--- src/rtl/mem_resp_queue_pkg.sv ---
// Shared load op codes and width helpers for the MEM-stage response queue.
package mem_pkg;

  localparam logic [2:0] LD_B  = 3'd0;
  localparam logic [2:0] LD_H  = 3'd1;
  localparam logic [2:0] LD_W  = 3'd2;
  localparam logic [2:0] LD_D  = 3'd3;
  localparam logic [2:0] LD_BU = 3'd4;
  localparam logic [2:0] LD_HU = 3'd5;
  localparam logic [2:0] LD_WU = 3'd6;

  localparam int OP_W = 3;

  function automatic int off_w(input int data_w);
    return $clog2(data_w / 8);
  endfunction

  function automatic int cnt_w(input int depth);
    return $clog2(depth + 1);
  endfunction

endpackage

--- src/rtl/mem_resp_queue_if.sv ---
// EXE request / data bus / MEM handshake bundle around the response queue.
interface mem_resp_queue_if #(
  parameter int DATA_W = 32,
  parameter int DEPTH  = 4
);
  localparam int OFF_W = mem_pkg::off_w(DATA_W);
  localparam int CNT_W = mem_pkg::cnt_w(DEPTH);

  logic              req_fire;
  logic              req_is_load;
  logic [2:0]        req_op;
  logic [OFF_W-1:0]  req_off;
  logic              full;
  logic [CNT_W-1:0]  outstanding;
  logic              data_ok;
  logic [DATA_W-1:0] rdata;
  logic              flush;
  logic              resp_valid;
  logic              resp_ready;
  logic              resp_is_load;
  logic [DATA_W-1:0] resp_data;

  modport master (
    output req_fire, req_is_load, req_op, req_off, data_ok, rdata, flush, resp_ready,
    input  full, outstanding, resp_valid, resp_is_load, resp_data
  );

  modport slave (
    input  req_fire, req_is_load, req_op, req_off, data_ok, rdata, flush, resp_ready,
    output full, outstanding, resp_valid, resp_is_load, resp_data
  );

endinterface

--- src/rtl/mem_resp_queue_load_extend.sv ---
// Load lane select plus sign/zero extension for the head queue entry.
module load_extend
  import mem_pkg::*;
#(
  parameter int DATA_W = 32,
  parameter int OFF_W  = off_w(DATA_W)
) (
  input  logic [2:0]        op_i,
  input  logic [OFF_W-1:0]  off_i,
  input  logic [DATA_W-1:0] data_i,
  output logic [DATA_W-1:0] res_o
);

  logic [DATA_W-1:0] lane;

  assign lane = data_i >> {off_i, 3'b000};

  always_comb begin
    res_o = lane;
    unique case (op_i)
      LD_B:    res_o = DATA_W'($signed(lane[7:0]));
      LD_H:    res_o = DATA_W'($signed(lane[15:0]));
      LD_W:    res_o = DATA_W'($signed(lane[31:0]));
      LD_BU:   res_o = DATA_W'(lane[7:0]);
      LD_HU:   res_o = DATA_W'(lane[15:0]);
      LD_WU:   res_o = DATA_W'(lane[31:0]);
      default: res_o = lane;
    endcase
  end

endmodule

--- src/rtl/mem_resp_queue.sv ---
// In-order outstanding-request ring for the MEM stage: allocate on bus accept,
// complete on data_ok, retire to WB; flush cancels entries but keeps bus order.
module mem_resp_queue
  import mem_pkg::*;
#(
  parameter int DATA_W = 32,
  parameter int DEPTH  = 4
) (
  input  logic           clk,
  input  logic           reset,
  mem_resp_queue_if.slave bus
);

  localparam int OFF_W = off_w(DATA_W);
  localparam int PTR_W = $clog2(DEPTH);
  localparam int CNT_W = cnt_w(DEPTH);

  logic [DEPTH-1:0]             vld_q, vld_d, done_q, done_d, cncl_q, cncl_d;
  logic [DEPTH-1:0]             is_load_q, is_load_d;
  logic [DEPTH-1:0][OP_W-1:0]   op_q, op_d;
  logic [DEPTH-1:0][OFF_W-1:0]  off_q, off_d;
  logic [DEPTH-1:0][DATA_W-1:0] data_q, data_d;
  logic [PTR_W-1:0]             alloc_ptr_q, alloc_ptr_d, rsp_ptr_q, rsp_ptr_d, ret_ptr_q, ret_ptr_d;
  logic [CNT_W-1:0]             cnt_q, cnt_d;

  logic              full, alloc, has_unrsp, rsp, retire, resp_valid;
  logic              h_vld, h_done, h_cncl;
  logic [DATA_W-1:0] ext_res;

  assign full      = (cnt_q == CNT_W'(DEPTH));
  assign alloc     = bus.req_fire & ~full;
  // Responses are in order, so the rsp_ptr slot is the only candidate for data_ok.
  assign has_unrsp = vld_q[rsp_ptr_q] & ~done_q[rsp_ptr_q];
  assign rsp       = bus.data_ok & has_unrsp;

  assign h_vld      = vld_q[ret_ptr_q];
  assign h_done     = done_q[ret_ptr_q];
  assign h_cncl     = cncl_q[ret_ptr_q];
  assign resp_valid = h_vld & h_done & ~h_cncl & ~bus.flush;
  assign retire     = (resp_valid & bus.resp_ready) | (h_vld & h_done & h_cncl);

  load_extend #(.DATA_W(DATA_W), .OFF_W(OFF_W)) u_ext (
    .op_i   (op_q[ret_ptr_q]),
    .off_i  (off_q[ret_ptr_q]),
    .data_i (data_q[ret_ptr_q]),
    .res_o  (ext_res)
  );

  assign bus.full         = full;
  assign bus.outstanding  = cnt_q;
  assign bus.resp_valid   = resp_valid;
  assign bus.resp_is_load = is_load_q[ret_ptr_q];
  assign bus.resp_data    = (resp_valid && is_load_q[ret_ptr_q]) ? ext_res : '0;

  always_comb begin
    vld_d       = vld_q;
    done_d      = done_q;
    cncl_d      = cncl_q;
    is_load_d   = is_load_q;
    op_d        = op_q;
    off_d       = off_q;
    data_d      = data_q;
    alloc_ptr_d = alloc_ptr_q;
    rsp_ptr_d   = rsp_ptr_q;
    ret_ptr_d   = ret_ptr_q;
    cnt_d       = cnt_q;

    if (bus.flush) cncl_d = cncl_q | vld_q;

    if (rsp) begin
      done_d[rsp_ptr_q] = 1'b1;
      data_d[rsp_ptr_q] = bus.rdata;
      rsp_ptr_d         = rsp_ptr_q + PTR_W'(1);
    end

    if (alloc) begin
      vld_d[alloc_ptr_q]     = 1'b1;
      done_d[alloc_ptr_q]    = 1'b0;
      cncl_d[alloc_ptr_q]    = bus.flush;
      is_load_d[alloc_ptr_q] = bus.req_is_load;
      op_d[alloc_ptr_q]      = bus.req_op;
      off_d[alloc_ptr_q]     = bus.req_off;
      alloc_ptr_d            = alloc_ptr_q + PTR_W'(1);
    end

    if (retire) begin
      vld_d[ret_ptr_q] = 1'b0;
      ret_ptr_d        = ret_ptr_q + PTR_W'(1);
    end

    unique case ({alloc, retire})
      2'b10:   cnt_d = cnt_q + CNT_W'(1);
      2'b01:   cnt_d = cnt_q - CNT_W'(1);
      default: cnt_d = cnt_q;
    endcase
  end

  always_ff @(posedge clk or posedge reset) begin
    if (reset) begin
      vld_q       <= '0;
      done_q      <= '0;
      cncl_q      <= '0;
      is_load_q   <= '0;
      op_q        <= '0;
      off_q       <= '0;
      data_q      <= '0;
      alloc_ptr_q <= '0;
      rsp_ptr_q   <= '0;
      ret_ptr_q   <= '0;
      cnt_q       <= '0;
    end else begin
      vld_q       <= vld_d;
      done_q      <= done_d;
      cncl_q      <= cncl_d;
      is_load_q   <= is_load_d;
      op_q        <= op_d;
      off_q       <= off_d;
      data_q      <= data_d;
      alloc_ptr_q <= alloc_ptr_d;
      rsp_ptr_q   <= rsp_ptr_d;
      ret_ptr_q   <= ret_ptr_d;
      cnt_q       <= cnt_d;
    end
  end

  a_no_fire_when_full: assert property (@(posedge clk) disable iff (reset) !(bus.req_fire && full));
  a_no_orphan_data_ok: assert property (@(posedge clk) disable iff (reset) !(bus.data_ok && !has_unrsp));

endmodule

--- src/flat_wrapper.sv ---
// flat-port wrapper written by rule: the top's interface ports become plain ports
module mem_resp_queue_flat import mem_pkg::*;
#(
  parameter int DATA_W = 32,
  parameter int DEPTH  = 4
)
  (clk, reset, bus_req_fire, bus_req_is_load, bus_req_op, bus_req_off, bus_data_ok, bus_rdata, bus_flush, bus_resp_ready, bus_full, bus_outstanding, bus_resp_valid, bus_resp_is_load, bus_resp_data);
  mem_resp_queue_if #(.DATA_W(DATA_W), .DEPTH(DEPTH)) bus_i ();
  input  logic clk;
  input  logic reset;
  input wire logic [$bits(bus_i.req_fire)-1:0] bus_req_fire;
  input wire logic [$bits(bus_i.req_is_load)-1:0] bus_req_is_load;
  input wire logic [$bits(bus_i.req_op)-1:0] bus_req_op;
  input wire logic [$bits(bus_i.req_off)-1:0] bus_req_off;
  input wire logic [$bits(bus_i.data_ok)-1:0] bus_data_ok;
  input wire logic [$bits(bus_i.rdata)-1:0] bus_rdata;
  input wire logic [$bits(bus_i.flush)-1:0] bus_flush;
  input wire logic [$bits(bus_i.resp_ready)-1:0] bus_resp_ready;
  output wire logic [$bits(bus_i.full)-1:0] bus_full;
  output wire logic [$bits(bus_i.outstanding)-1:0] bus_outstanding;
  output wire logic [$bits(bus_i.resp_valid)-1:0] bus_resp_valid;
  output wire logic [$bits(bus_i.resp_is_load)-1:0] bus_resp_is_load;
  output wire logic [$bits(bus_i.resp_data)-1:0] bus_resp_data;
  assign bus_i.req_fire = bus_req_fire;
  assign bus_i.req_is_load = bus_req_is_load;
  assign bus_i.req_op = bus_req_op;
  assign bus_i.req_off = bus_req_off;
  assign bus_i.data_ok = bus_data_ok;
  assign bus_i.rdata = bus_rdata;
  assign bus_i.flush = bus_flush;
  assign bus_i.resp_ready = bus_resp_ready;
  assign bus_full = bus_i.full;
  assign bus_outstanding = bus_i.outstanding;
  assign bus_resp_valid = bus_i.resp_valid;
  assign bus_resp_is_load = bus_i.resp_is_load;
  assign bus_resp_data = bus_i.resp_data;
  mem_resp_queue #(.DATA_W(DATA_W), .DEPTH(DEPTH)) u_core (.clk(clk), .reset(reset), .bus(bus_i));
endmodule
--- config.mk ---
export PLATFORM = sky130hd
export DESIGN_NAME = mem_resp_queue_flat
export DESIGN_NICKNAME = d
export VERILOG_FILES = /design/src/rtl/mem_resp_queue_pkg.sv /design/src/rtl/mem_resp_queue_if.sv /design/src/rtl/mem_resp_queue_load_extend.sv /design/src/rtl/mem_resp_queue.sv /design/src/flat_wrapper.sv
export SDC_FILE = /design/constraint.sdc
export NUM_CORES = 1
export LEC_CHECK = 0
export CAP_MARGIN = 25
export CORE_UTILIZATION = 30
export DETAILED_ROUTE_END_ITERATION = 8
export PLACE_DENSITY_LB_ADDON = 0.1
export SYNTH_ARGS = -nofsm -noshare
export SYNTH_HDL_FRONTEND = slang
export SYNTH_SLANG_ARGS = --single-unit
--- constraint.sdc ---
create_clock -name clk -period 7.8 [get_ports clk]
set_input_delay 1.56 -clock clk [delete_from_list [all_inputs] [get_ports clk]]
set_output_delay 1.56 -clock clk [all_outputs]
set_load 0.005 [all_outputs]
==> results of run 1 <==
worst max-delay path: cells and delay by family, from the launching register on:
family	cells	cell delay (ns)
buffers and inverters	1	0.55
DFF	1	0.88
AOI/OAI and AO/OA	1	0.26
muxes	3	1.54
and+or+nand+nor	1	0.48
stage by stage:
| step | total power, mW | std cells | hold WS (ns) | area, µm² | setup WS (ns) |
|---|---|---|---|---|---|
| 2_1_floorplan | 3.01 | 588 | 0.445 | 8460 | 1.55 |
| 3_3_place_gp | 3.47 | 1021 | 0.466 | 9610 | 2.21 |
| 3_5_place_dp | 3.55 | 1022 | 0.469 | 9640 | 2.16 |
| 4_1_cts | 4.44 | 1054 | 0.484 | 10200 | 2.02 |
| 5_1_grt | 4.68 | 1054 | 0.507 | 10200 | 1.84 |
| 6_report | 4.38 | 1054 | 0.484 | 10200 | 2.10 |
flip-flops by register name, summed over array words and instances, names as in the netlist, 3 cells and up:
| name | flops |
|---|---|
| u_core.op_q | 12 |
| u_core.cncl_q | 4 |
| u_core.bus.outstanding | 3 |
| u_core.data_q | 128 |
| u_core.vld_q | 4 |
| u_core.done_q | 4 |
| u_core.is_load_q | 4 |
| u_core.off_q | 8 |
cell usage in the layout, fill, tap and decap left out, drive strengths merged, types with 13 or more instances in the layout:
cell,Yosys,layout
a211oi,14,14
o21ai,20,20
a21oi,14,14
mux4,40,40
nand2,17,17
ha,13,13
mux2i,20,20
clkbuf,5,19
mux2,153,153
clkdlybuf4s50,0,81
dfrtp,173,173
nor2,15,15
inv,16,22
path summary, 6_finish.rpt:
path,startpoint,to,slack [ns],cells after the start
worst min register to register,u_core.cncl_q[2]$_DFF_PP0_,u_core.cncl_q[2]$_DFF_PP0_,0.48,2
worst min-delay path,u_core.cncl_q[2]$_DFF_PP0_,u_core.cncl_q[2]$_DFF_PP0_,0.48,2
worst max-delay path,u_core.ret_ptr_q[0]$_DFFE_PP0N_,bus_resp_data[10],2.10,6
max in group asynchronous,reset,u_core.data_q[22]$_DFFE_PP0P_,4.75,4
min in group asynchronous,reset,u_core.op_q[11]$_DFFE_PP0P_,1.52,2
worst max register to register,u_core.ret_ptr_q[0]$_DFFE_PP0N_,u_core.bus.outstanding[2]$_DFFE_PP0P_,4.33,9
kinds of logic (layout without fill, tap and decap cells):
group / after synthesis / count (layout) / share of synthesized area [%]
muxes: 213 / 213 / 33.6
DFF: 173 / 173 / 51.2
AOI/OAI and AO/OA: 68 / 68 / 5.12
and+or+nand+nor: 65 / 65 / 4.32
buffers and inverters: 49 / 137 / 2.97
adders and majority gates: 14 / 14 / 2.16
xor gates and xnor gates: 6 / 6 / 0.621
where the power goes:
| part | internal, mW | leakage (nW) | total [mW] | switching, mW |
|---|---|---|---|---|
| logic | 0.993 | 2.00 | 1.93 | 0.940 |
| registers | 1.33 | 2.10 | 1.57 | 0.245 |
| clock network | 0.489 | 0.287 | 0.870 | 0.381 |
| total | 2.81 | 4.39 | 4.38 | 1.57 |
final cells by class:
class,instances,share of cell area [%]
timing repair buffer,89,8.70
clock inverter,13,1.49
inverter,16,0.636
clock buffer,19,4.33
multi-input combinational,366,37.9
tap,378,4.62
sequential,173,42.3
routing by layer:
metal | vias to the layer above | wire length [µm]
li1 | 2315 | -
met5 | - | 0
met2 | 95 | 10400
met3 | 13 | 660
met4 | 0 | 210
met1 | 2748 | 10200
==> impl_metrics.ini, run 1 <==
[run_status]
status = finished, final reports clean

[power]
irDropWorstVdd_mv = 0.248
powerDensity_mw_per_mm2 = 428
leakagePower_nw = 4.39

[yosys]
synth_common_cells = dfrtp_1 (173), mux2_2 (153), mux4_2 (34)
syn_area_mm2 = 0.00846
yosysTopAreaCell = dfrtp_1
yosys_warnings = 0
synth_flop_cell = dfrtp_1
synth_edf_count = 0
ys_ff_latch = 173
syn_area_per_cell_um2 = 14.4
synthCells = 588
synthTopCellsByArea = dfrtp_1 (51%), mux2_2 (20%), mux4_2 (9.1%)
yosysTopAreaCellShare_pct = 51.2
async_flop_share_pct = 100
ys_seq_area_share_pct = 51.2
synth_nets = 646
yosysMostFrequentCell = dfrtp_1
ys_types = 42

[cts]
clockBufferDepth = 2
htreeDepth = 4
cts_hold_buffers = 0
cts.clk_slew.worst_paths_ns = 0.06
cts_tree = yes
numClockSinks = 173
cts_made_buffers = 17
cts_resized = 0
cts-root-buf = clkbuf_16
post-cts-setup-buffers = 0
clock_latency_ns = 0.42

[place]
hpwl_um = 14500
place.gp.congestion = 0.748
io_buffers = 81

[sta]
min_period_over_period_pct = 73.0
clock_skew_ns = 0.00932
report.final.hold_viol_count = 0
fmax_mhz = 176
fin_crit_ns = 5.70
setup_viol = 0
rsz0062_at_grt = false
slew_violations = 0
relSlewSlack_pct = 42.2
tightest_slew_ns = 0.868
tns_ns = 0

[route]
via_count = 5171
via_per_inst = 4.91
routed_wl_um = 21500
dr.pass1.iters = 4
drc = 0
drtIter0Drc = 276
avgRoutedWirePerCell_um = 20.4
ant_nets = 0

[floorplanning]
fp.dieH_um = 170
core_mm2 = 0.0278
io_pins = 82
die_x_um = 170
dieArea_mm2 = 0.0289
std_cell_rows = 61
initial_core_util_pct = 30.5

[setup_path]
cp_data_arrival_time_ns = 4.14
critPathLaunchType = flop
crit_type = flop to output pin
crit_fanout = 36
slowest_stage = mux4_2
endpoint_kind = output pin
cp_slowest_stage_delay_ns = 0.98
cp_cell_sequence = mux4_2 -> mux2i_1 -> mux2_2 -> or3_1 -> a21oi_1 -> clkdlybuf4s50_1
required_ns = 6.24

[global_routing]
antenna_found_initial = 0
met3_usage_pct = 3.09
overflow = 0
grt.total_usage_pct = 15.8
grtUsageMet1_pct = 21.5
grt_pass1_wl_um = 34000
grt.busiest_layer = met2
grt_max_degree = 73
use_met2_pct = 25.9
grt_pass1_vias = 5757

[final_layout]
multi_input_area_mm2 = 0.00388
area_delta_synth_final_pct = 21.0
layout-drive-gt1-share_pct = 34.6
final-seq-area_mm2 = 0.00433
final_util_pct = 36.8
n_antenna_cell = 0
final_nets = 721
nFillCells = 2680

[worst_hold_path]
hold_class = flop to flop

[flow_run]
cap_violations = 0
Power figures use the tool's default switching activity.
==> run 2: changes to the inputs <==
==> constraint.sdc (replaced) <==
create_clock -name clk -period 4.76 [get_ports clk]
set_input_delay 0.952 -clock clk [delete_from_list [all_inputs] [get_ports clk]]
set_output_delay 0.952 -clock clk [all_outputs]
set_load 0.005 [all_outputs]
==> impl_metrics.ini, run 2 (synthesized netlist as in run 1, its figures left out) <==
[run_status]
status = finished, final reports clean

[route]
avgRoutedWirePerCell_um = 20.3
ant_nets = 0
dr.pass1.iters = 4
drc = 0
via_count = 5149
routed_wl_um = 21600
via_per_inst = 4.85
drtIter0Drc = 244

[place]
dp.cells = 1029
io_buffers = 81
place.gp.congestion = 0.744
hpwl_um = 14500

[setup_path]
slowest_stage = dfrtp_2
cp_cell_sequence = mux4_2 -> mux2i_1 -> mux2_2 -> or3_1 -> a21oi_1 -> clkdlybuf4s50_1
endpoint_kind = output pin
startpoint = u_core.ret_ptr_q[0]$_DFFE_PP0N_
critPathLaunchType = flop
reg2regPathDepth = 9
cp_slowest_stage_delay_ns = 0.68
crit_fanout = 16
crit_type = flop to output pin
cp_data_arrival_time_ns = 3.51
required_ns = 3.81
worstReg2RegStart = u_core.ret_ptr_q[0]$_DFFE_PP0N_

[sta]
setup_viol = 0
fin_crit_ns = 4.46
tns_ns = 0
clock_skew_ns = 0.0109
min_period_over_period_pct = 93.7
slew_violations = 0
report.final.hold_viol_count = 0
fmax_mhz = 224
relSlewSlack_pct = 57.9
rsz0062_at_grt = false
tightest_slew_ns = 0.631

[worst_hold_path]
hold_depth = 1
holdCritStartpoint = u_core.bus.outstanding[2]$_DFFE_PP0P_
hold_class = flop to flop

[cts]
htreeDepth = 4
cts_tree = yes
post-cts-setup-buffers = 0
cts_resized = 0
clockBufferDepth = 2
numClockSinks = 173
cts_made_buffers = 17
cts_hold_buffers = 0
cts-root-buf = clkbuf_16
clock_latency_ns = 0.43
cts.clk_slew.worst_paths_ns = 0.07

[global_routing]
grt.total_usage_pct = 15.7
overflow = 0
grt_pass1_vias = 5636
grt_max_degree = 106
antenna_found_initial = 0
grt_pass1_wl_um = 33600

[power]
leakagePower_nw = 4.40
irDropWorstVdd_mv = 0.261
powerDensity_mw_per_mm2 = 698

[final_layout]
largest_reg_flops = 128
n_antenna_cell = 0
final-seq-area_mm2 = 0.00433
instances_no_fill = 1061
final_common_cell = dfrtp_1
final_nets = 728
area_delta_synth_final_pct = 21.5
layout-drive-gt1-share_pct = 35.4
mostFrequentLayoutCells = dfrtp_1 (171), mux2_2 (153), clkdlybuf4s50_1 (81), mux4_2 (34)
top_register = u_core.data_q
multi_input_area_mm2 = 0.00388
top_regs = u_core.data_q x128, u_core.op_q x12, u_core.off_q x8
nFillCells = 2659

[floorplanning]
dieArea_mm2 = 0.0289
die_x_um = 170
std_cell_rows = 61
fp.dieH_um = 170
io_pins = 82
core_mm2 = 0.0278
initial_core_util_pct = 30.5

[flow_run]
cap_violations = 0
[run 2: cell count changes in the layout (fill, tap and decap cells not counted)]
| cell | previous run | this run |
|---|---|---|
| bufinv_16 | 2 | 1 |
| clkbuf_8 | 1 | 0 |
| buf_16 | 1 | 0 |
| buf_4 | 7 | 13 |
| clkinvlp_4 | 2 | 5 |
| inv_6 | 6 | 5 |
| clkbuf_1 | 1 | 0 |
| buf_12 | 0 | 2 |
| clkinv_8 | 0 | 1 |
[run 2: critical path: cells and delay by family (launching register included)]
kind	cells	cell delay [ns]
multiplexers	3	1.14
flip-flops	1	0.68
buffers and inverters	1	0.53
AND/OR/NAND/NOR	1	0.51
AO/OA/AOI/OAI	1	0.22
[run 2: per-stage QoR]
stage	area, µm²	hold slack [ns]	total power, mW	setup slack, ns	utilization [%]
after floorplan	8460	0.445	4.94	1.60	-
after global placement	9700	0.475	5.78	0.726	34.9
after detailed placement	9700	0.469	5.86	0.624	34.9
after CTS	10300	0.484	7.26	0.255	37.0
after global routing	10300	0.512	7.67	0.0964	37.0
final	10300	0.492	7.17	0.299	37.0
[run 2: final cells by class]
cell class	instances	area share, %
Clock inverter	15	1.50
Multi-Input combinational cell	366	37.8
Tap cell	378	4.60
Sequential cell	173	42.2
Clock buffer	17	4.14
Inverter	16	0.621
Timing Repair Buffer	96	9.23
[run 2: where the power goes]
group / internal, mW / total (mW) / switching [mW] / leakage, nW
sequential: 2.18 / 2.58 / 0.401 / 2.10
clock: 0.737 / 1.37 / 0.635 / 0.272
combinational: 1.66 / 3.22 / 1.56 / 2.03
[run 2: final timing paths]
path | slack, ns | endpoint
min | 0.49 | u_core.bus.outstanding[2]$_DFFE_PP0P_
max in group asynchronous | 3.23 | u_core.cncl_q[2]$_DFF_PP0_
max reg2reg | 1.61 | u_core.bus.outstanding[2]$_DFFE_PP0P_
min reg2reg | 0.49 | u_core.bus.outstanding[2]$_DFFE_PP0P_
min in group asynchronous | 1.01 | u_core.op_q[1]$_DFFE_PP0P_
max | 0.30 | bus_resp_data[9]
[run 2: per-layer routing]
layer	part of all wire, %	GRT usage [%]	wire [µm]
met1	48	21.5	10400
met2	48	25.5	10300
met3	2.7	2.58	590
met4	1.5	5.09	331
met5	0	0	0
